[src/rtl/seg7_pkg.sv]
// Shared constants for the multiplexed 7-segment scan driver:
// hex->segment table (active-low), blank pattern, index-width helper.
package seg7_pkg;

  localparam logic [6:0] SEG_OFF = 7'h7F;

  // Entry k is the active-low {g,f,e,d,c,b,a} pattern for nibble k.
  localparam logic [0:15][6:0] SEG_HEX = {
    7'h40, 7'h79, 7'h24, 7'h30,
    7'h19, 7'h12, 7'h02, 7'h58,
    7'h00, 7'h10, 7'h08, 7'h03,
    7'h27, 7'h21, 7'h06, 7'h0E
  };

  function automatic int idx_w(input int n);
    return (n > 1) ? $clog2(n) : 1;
  endfunction

endpackage

[src/rtl/seg7_hex_decode.sv]
// Combinational hex nibble to active-low segment decode.
// Ports: nibble (4b in), seg (7b out, {g,f,e,d,c,b,a}).
module seg7_hex_decode
  import seg7_pkg::*;
(
  input  logic [3:0] nibble,
  output logic [6:0] seg
);

  assign seg = SEG_HEX[nibble];

endmodule

[src/rtl/seg7_scan_driver.sv]
// N-digit common-anode scanner: dp, blank, lz suppress, PWM, dead time.
// Ports: clk/rst_n, value/dp/blank/lz/load in, brightness, seg/dp/sel out.
module seg7_scan_driver
  import seg7_pkg::*;
#(
  parameter int N_DIGITS    = 4,
  parameter int SLOT_LOG2   = 15,
  parameter int DEAD_CYCLES = 16,
  parameter int BRIGHT_W    = 4
) (
  input  logic                  clk,
  input  logic                  rst_n,
  input  logic [4*N_DIGITS-1:0] value_in,
  input  logic [N_DIGITS-1:0]   dp_in,
  input  logic [N_DIGITS-1:0]   blank_in,
  input  logic                  lz_en,
  input  logic                  load,
  input  logic [BRIGHT_W-1:0]   brightness,
  output logic                  load_ack,
  output logic                  frame_done,
  output logic [6:0]            seg_n,
  output logic                  dp_n,
  output logic [N_DIGITS-1:0]   sel_n
);

  localparam int IW = idx_w(N_DIGITS);
  localparam logic [IW-1:0] LAST_IDX =
    IW'(N_DIGITS - 1);
  localparam logic [SLOT_LOG2-1:0] DEAD =
    SLOT_LOG2'(DEAD_CYCLES);

  logic [SLOT_LOG2-1:0]  cnt;
  logic [IW-1:0]         idx;
  logic [BRIGHT_W-1:0]   bri_q;
  logic [BRIGHT_W-1:0]   bri_eff;

  logic [4*N_DIGITS-1:0] val_a, val_p;
  logic [N_DIGITS-1:0]   dp_a, dp_p;
  logic [N_DIGITS-1:0]   blank_a, blank_p;
  logic                  lz_a, lz_p;
  logic                  pend_v;

  logic                  cnt_max;
  logic                  commit;
  logic                  lit;
  logic [N_DIGITS-1:0]   supp;
  logic                  seen;
  logic [3:0]            nibble;
  logic [6:0]            dec;
  logic                  dark;

  assign cnt_max    = &cnt;
  assign frame_done = cnt_max && (idx == LAST_IDX);
  // pend_v is the registered flag, so a load in this
  // very cycle waits for the next frame boundary.
  assign commit     = frame_done && pend_v;

  always_ff @(posedge clk or negedge rst_n) begin
    if (!rst_n) begin
      cnt <= '0;
      idx <= '0;
    end else begin
      cnt <= cnt + 1'b1;
      if (cnt_max)
        idx <= (idx == LAST_IDX) ? '0 : idx + 1'b1;
    end
  end

  always_ff @(posedge clk or negedge rst_n) begin
    if (!rst_n)
      bri_q <= '0;
    else if (cnt == '0)
      bri_q <= brightness;
  end

  // At cnt=0 the latch is being loaded; use the live value.
  assign bri_eff = (cnt == '0) ? brightness : bri_q;

  assign lit = (cnt >= DEAD) &&
    (cnt[SLOT_LOG2-1 -: BRIGHT_W] <= bri_eff);

  always_ff @(posedge clk or negedge rst_n) begin
    if (!rst_n) begin
      val_p   <= '0;
      dp_p    <= '0;
      blank_p <= '0;
      lz_p    <= 1'b0;
      pend_v  <= 1'b0;
    end else begin
      if (load) begin
        val_p   <= value_in;
        dp_p    <= dp_in;
        blank_p <= blank_in;
        lz_p    <= lz_en;
        pend_v  <= 1'b1;
      end else if (commit) begin
        pend_v  <= 1'b0;
      end
    end
  end

  always_ff @(posedge clk or negedge rst_n) begin
    if (!rst_n) begin
      val_a   <= '0;
      dp_a    <= '0;
      blank_a <= '1;
      lz_a    <= 1'b0;
    end else if (commit) begin
      val_a   <= val_p;
      dp_a    <= dp_p;
      blank_a <= blank_p;
      lz_a    <= lz_p;
    end
  end

  always_ff @(posedge clk or negedge rst_n) begin
    if (!rst_n)
      load_ack <= 1'b0;
    else
      load_ack <= commit;
  end

  // Walk from the top digit down; digit 0 is never suppressed.
  always_comb begin
    supp = '0;
    seen = 1'b0;
    for (int i = N_DIGITS - 1; i >= 1; i--) begin
      seen    = seen | (val_a[4*i +: 4] != 4'h0);
      supp[i] = lz_a & ~seen;
    end
  end

  assign nibble = val_a[4*idx +: 4];
  assign dark   = blank_a[idx] | supp[idx];

  seg7_hex_decode u_dec (
    .nibble (nibble),
    .seg    (dec)
  );

  always_ff @(posedge clk or negedge rst_n) begin
    if (!rst_n) begin
      sel_n <= '1;
      seg_n <= SEG_OFF;
      dp_n  <= 1'b1;
    end else if (lit) begin
      sel_n <= ~(N_DIGITS'(1) << idx);
      seg_n <= dark ? SEG_OFF : dec;
      dp_n  <= blank_a[idx] | ~dp_a[idx];
    end else begin
      sel_n <= '1;
      seg_n <= SEG_OFF;
      dp_n  <= 1'b1;
    end
  end

endmodule

[config.mk]
export PLATFORM = sky130hd
export DESIGN_NAME = seg7_scan_driver
export DESIGN_NICKNAME = d
export VERILOG_FILES = /design/src/rtl/seg7_pkg.sv /design/src/rtl/seg7_hex_decode.sv /design/src/rtl/seg7_scan_driver.sv
export SDC_FILE = /design/constraint.sdc
export NUM_CORES = 1
export LEC_CHECK = 0
export CORE_MARGIN = 1
export CORE_UTILIZATION = 55
export DETAILED_ROUTE_END_ITERATION = 16
export HOLD_SLACK_MARGIN = 0.06
export PLACE_DENSITY = 0.79
export SLEW_MARGIN = 30
export SYNTH_ARGS = -nofsm -noshare
export SYNTH_HDL_FRONTEND = slang
export SYNTH_HIERARCHICAL = 1
export SYNTH_SLANG_ARGS = --single-unit
export TNS_END_PERCENT = 10
[constraint.sdc]
create_clock -name clk -period 5.9 [get_ports clk]
set_input_delay 1.77 -clock clk [delete_from_list [all_inputs] [get_ports clk]]
set_output_delay 1.77 -clock clk [all_outputs]
set_load 0.05 [all_outputs]
* Yosys cells after proc, flatten, opt, wreduce, memory -nomap -nowiden
Memories as Yosys holds them, arrays and structs flattened. Index checks and enable logic that the tools add are counted.
Operators by class: $add $sub $neg 2, multiply operators 0, divide/modulo/power cells 0, order comparisons 4, eq/ne operators 1, shift operators 2, mux-type cells 16, bitwise operators 13, reductions and logical operators 9
Operators by type and width (number):
- 2-to-1 mux 7 bit | 4
- indexed part select 16 x 5 -> 4 bit | 1
- adder 15 x 1 -> 15 bit, second input constant | 1
- >= comparator 15 x 5 -> 1 bit, second input constant | 1
- zero test 15 bit | 1
- AND reduction 15 bit | 1
- nonzero test 4 bit | 3
- 2-to-1 mux 4 bit | 2
- binary-select mux 1 bit (select 2 bit) | 3
- 2-to-1 mux 1 bit | 6
- >= comparator 5 bit, second input constant | 1
- inverter 4 -> 5 bit | 1
- <= comparator 4 bit | 1
- inverter 1 bit | 4
- inverter 4 bit | 1
- bitwise OR 1 bit | 4
- << shifter 1 x 2 -> 4 bit, first input constant | 1
- AND 1 bit | 3
- logical AND 1 bit | 3
- < comparator 2 x 3 -> 1 bit, second input constant | 1
- adder 2 x 1 -> 2 bit, second input constant | 1
- == test 2 bit, second input constant | 1
- 2-to-1 mux 2 bit | 1
- nonzero test 2 bit | 1
Word-level totals: register bits after elaboration 85, bits in latches 0, memory bits (writable) 0, ROM bits 112, bits of input ports 32, output and inout bits 14, memories 1
Memory list:
- (name not given) | words 16, bits a word 7, read ports 1, clocked after Yosys merged registers in 0, wr ports 0, RTL line seg7_hex_decode.sv:10 | assign seg = SEG_HEX[nibble];

* Longest topological paths before layout
depth in word-level cells 10, mapped depth 12, depth with buffers taken out 9

* Cells and area by module
Netlist, hierarchy kept.
By module, submodules not included:
- seg7_scan_driver | instances 1, cells each 250, area an instance 3771.1 um^2
- seg7_hex_decode | instances 1, cells each 27, area an instance 219.0 um^2

* Least setup slack after synthesis
Ideal clock, no wire load.
path kind flip-flop to output port, start reg cnt[0], end out frame_done, data arrival time 1.631 ns, data required time 4.130 ns, path slack 2.499 ns, stages on the path, launching flop included 6, buffers on the path 0, path through dfrtp_1 ha_1 nand2_1 nor2_1 nand3_1 nor2_1
Between the ends: longest elaborated chain between the ends 2
RTL lines:
- start, declared | RTL line seg7_scan_driver.sv:32 | logic [SLOT_LOG2-1:0] cnt;
- start signal, assigned | RTL line seg7_scan_driver.sv:63 | cnt <= cnt + 1'b1;
- AND reduction 15 bit | RTL line seg7_scan_driver.sv:52 | assign cnt_max = &cnt;
- logical AND 1 bit | RTL line seg7_scan_driver.sv:53 | assign frame_done = cnt_max && (idx == LAST_IDX);
- end, declared | RTL line seg7_scan_driver.sv:20 | output logic frame_done,
No other way between the ends.

* Worst setup path after layout
Ends and elaborated chain as after synthesis.

==> results_dict.tcl <==
set metrics [dict create \
    outcome "finished clean" \
    final_hold_viol_count 0 \
    core_um2 6910 \
    start_util 0.578 \
    setup_viol 0 \
    grt_antenna_before_repair 0 \
    hold_depth 1 \
    postCtsSetupBuffers 0 \
    htreeDepth 3 \
    ff2ff_path_depth 9 \
    netlist_area_um2 3990 \
    grt-ovfl-total 0 \
    wl_per_cell_um 15.7 \
    fin_ws_ns 1.66 \
    synth_top_flop_cell "dfrtp_1" \
    rsz0062_at_grt "false" \
    power_uw 1150 \
    drc 0 \
    die_w_um 87.2 \
    fin_area_um2 4710 \
    gp_congestion 0.799 \
    tightestPinTransition_ns 0.790 \
    die_h_um 87.2 \
    cp_max_fo 5 \
    fin_crit_ns 4.24 \
    dpl_cell_area_um2 4480 \
    ys_types 40 \
    grt_pass1_vias 2279 \
    slew_headroom 0.471 \
    rows 30 \
    path_cells "ha_1, nand2_1, nor2_1, nand3_1, nor2_1, clkdlybuf4s50_1" \
    clockBufferDepth 2 \
    hp-class "flip-flop to flip-flop" \
    clk_pin_slew_worst_paths_ns 0.09 \
    globalRouteMet1Util 0.273 \
    cts_resized 0 \
    pre_cts_slack_ns 2.09 \
    avgSynthCellArea_um2 14.4 \
    nNetsFinal 368 \
    num_antenna_cells 0 \
    synth_top_area_share 0.433 \
    cp-end-kind "primary output" \
    layout-drive-gt1-share 0.328 \
    worstPathRequired_ns 4.13 \
    vias_per_cell 5.43 \
    place_hpwl_mm 4.60 \
    cpMostUsedCell "nor2_1" \
    ir_drop_mv 0.151 \
    hold_ws_ns 0.492 \
    area_delta_synth_final_pct 18.1 \
    synth_cells 277 \
    track_usage 0.195 \
    synth_edf_count 0 \
    n_fill_cell 501 \
    period_share 0.718 \
    synth.area.top_cells "dfrtp_1, dfstp_2, mux2_2, mux2_4, ha_1" \
    io_buffers 45 \
    clock.fmax_mhz 236 \
    cts_root_buffer "clkbuf_8" \
    synth.net_count 324 \
    cts_made_buffers 9 \
    grt_max_degree 86 \
    ant_nets 0 \
    drv_cap 0 \
    dieArea_um2 7600 \
    first_iter_violations 79 \
    cts_tree "yes" \
    crit_type "flip-flop to primary output" \
    start_kind "flip-flop" \
    busiest_layer "met2" \
    ys_ff_latch 85 \
    regArea_um2 2150 \
    insertion_delay_ns 0.35 \
    use_met2 0.299 \
    dr.pass1.iters 4 \
    p_per_area_nw_per_um2 244 \
    slowest_stage "clkdlybuf4s50_1" \
    async_flop_share 1.00 \
    yosys-top-cells-count "dfrtp_1, mux2_2, mux2_4, dfstp_2, ha_1" \
    crit_arrival_ns 2.47 \
    grt_pass1_wl_mm 11.1 \
    setup_tns_ns 0 \
    cts_sinks 85 \
    slew_violations 0 \
    cpPeakStageDelay_ns 0.83 \
    yosysSeqAreaShare 0.538 \
    ys_warn_count 6 \
    yosys.area.top_type "dfrtp_1" \
    yosysMostFrequentCell "dfrtp_1" \
    vias 2292 \
    wl_mm 6.64 \
    cts_hold_buf 0 \
    met3_usage 0.0303 \
    io_pins 46 \
    skew_ns 0.00832 \
    multi_input_area_um2 1740 \
    p_leak_uw 0.00214 \
]
report_power, final:
group	switching (uW)	internal (uW)	leakage, uW
logic	27.7	38.7	0.000985
clock network	214	254	0.000113
registers	10.2	603	0.00104
logic make-up after synthesis:
family	after synthesis	share of synthesized area
multiplexers	69	0.238
flip-flops	85	0.538
AND/OR/NAND/NOR	63	0.102
XOR/XNOR	13	0.0285
AO/OA/AOI/OAI	12	0.0194
adder cells (fa/ha/maj)	15	0.0470
buffers and inverters	20	0.0270
layer usage:
layer / vias to the layer above / routed length, um
li1: 1089 / -
met1: 1142 / 3200
met2: 52 / 3100
met3: 9 / 230
met4: 0 / 110
met5: - / 0
final timing paths:
path | from | end | slack, ns
min in group asynchronous | rst_n | cnt[2] | 1.44
min reg2reg | pend_v | pend_v | 0.49
max reg2reg | cnt[12] | seg_n[5] | 2.78
max | cnt[0] | frame_done | 1.66
max in group asynchronous | rst_n | idx[0] | 3.94
min | pend_v | pend_v | 0.49
cells in the final DEF (no fill, tap or decap), types with 2 or more instances in the layout:
cell type,count
a21oi_1,2
mux2_4,24
o21ai_0,3
clkdlybuf4s50_1,43
inv_6,2
o21ai_1,2
bufinv_16,2
nor4_2,2
xnor2_1,9
nand3_1,14
and3_1,3
dfstp_2,16
mux2_2,32
mux4_2,8
xor2_1,4
nor4_1,3
mux2i_1,5
ha_1,15
dfrtp_1,69
nand4b_1,7
nor2_1,10
nand4_1,2
and2_1,3
inv_1,7
nand2_1,10
clkbuf_8,10
a21o_1,2
sequential cells by signal, indices dropped and copies added, names as in the netlist, 2 cells and up:
name	count
seg_n	7
bri_q	4
val_a	16
idx	2
val_p	16
sel_n	4
dp_a	4
blank_p	4
blank_a	4
dp_p	4
cnt	15
worst max-delay path: cells and delay by family, from the launching register on:
family | cells | cell delay [ns]
flops | 1 | 0.41
simple gates | 4 | 0.63
fa+ha+maj | 1 | 0.24
buf+inv | 1 | 0.83
cell type report:
class	count	share of cell area
Clock buffer	10	0.0292
Clock inverter	6	0.0199
Inverter	8	0.00637
Multi-Input combinational cell	172	0.368
Sequential cell	85	0.456
Tap cell	96	0.0255
Timing Repair Buffer	45	0.0948
metrics by stage:
| step | util | instances |
|---|---|---|
| floorplan | - | 277 |
| global placement | 0.649 | 406 |
| detailed placement | 0.649 | 406 |
| CTS | 0.682 | 422 |
| global route | 0.682 | 422 |
| finish | 0.682 | 422 |
No activity file was read; power rests on OpenSTA's default activity.
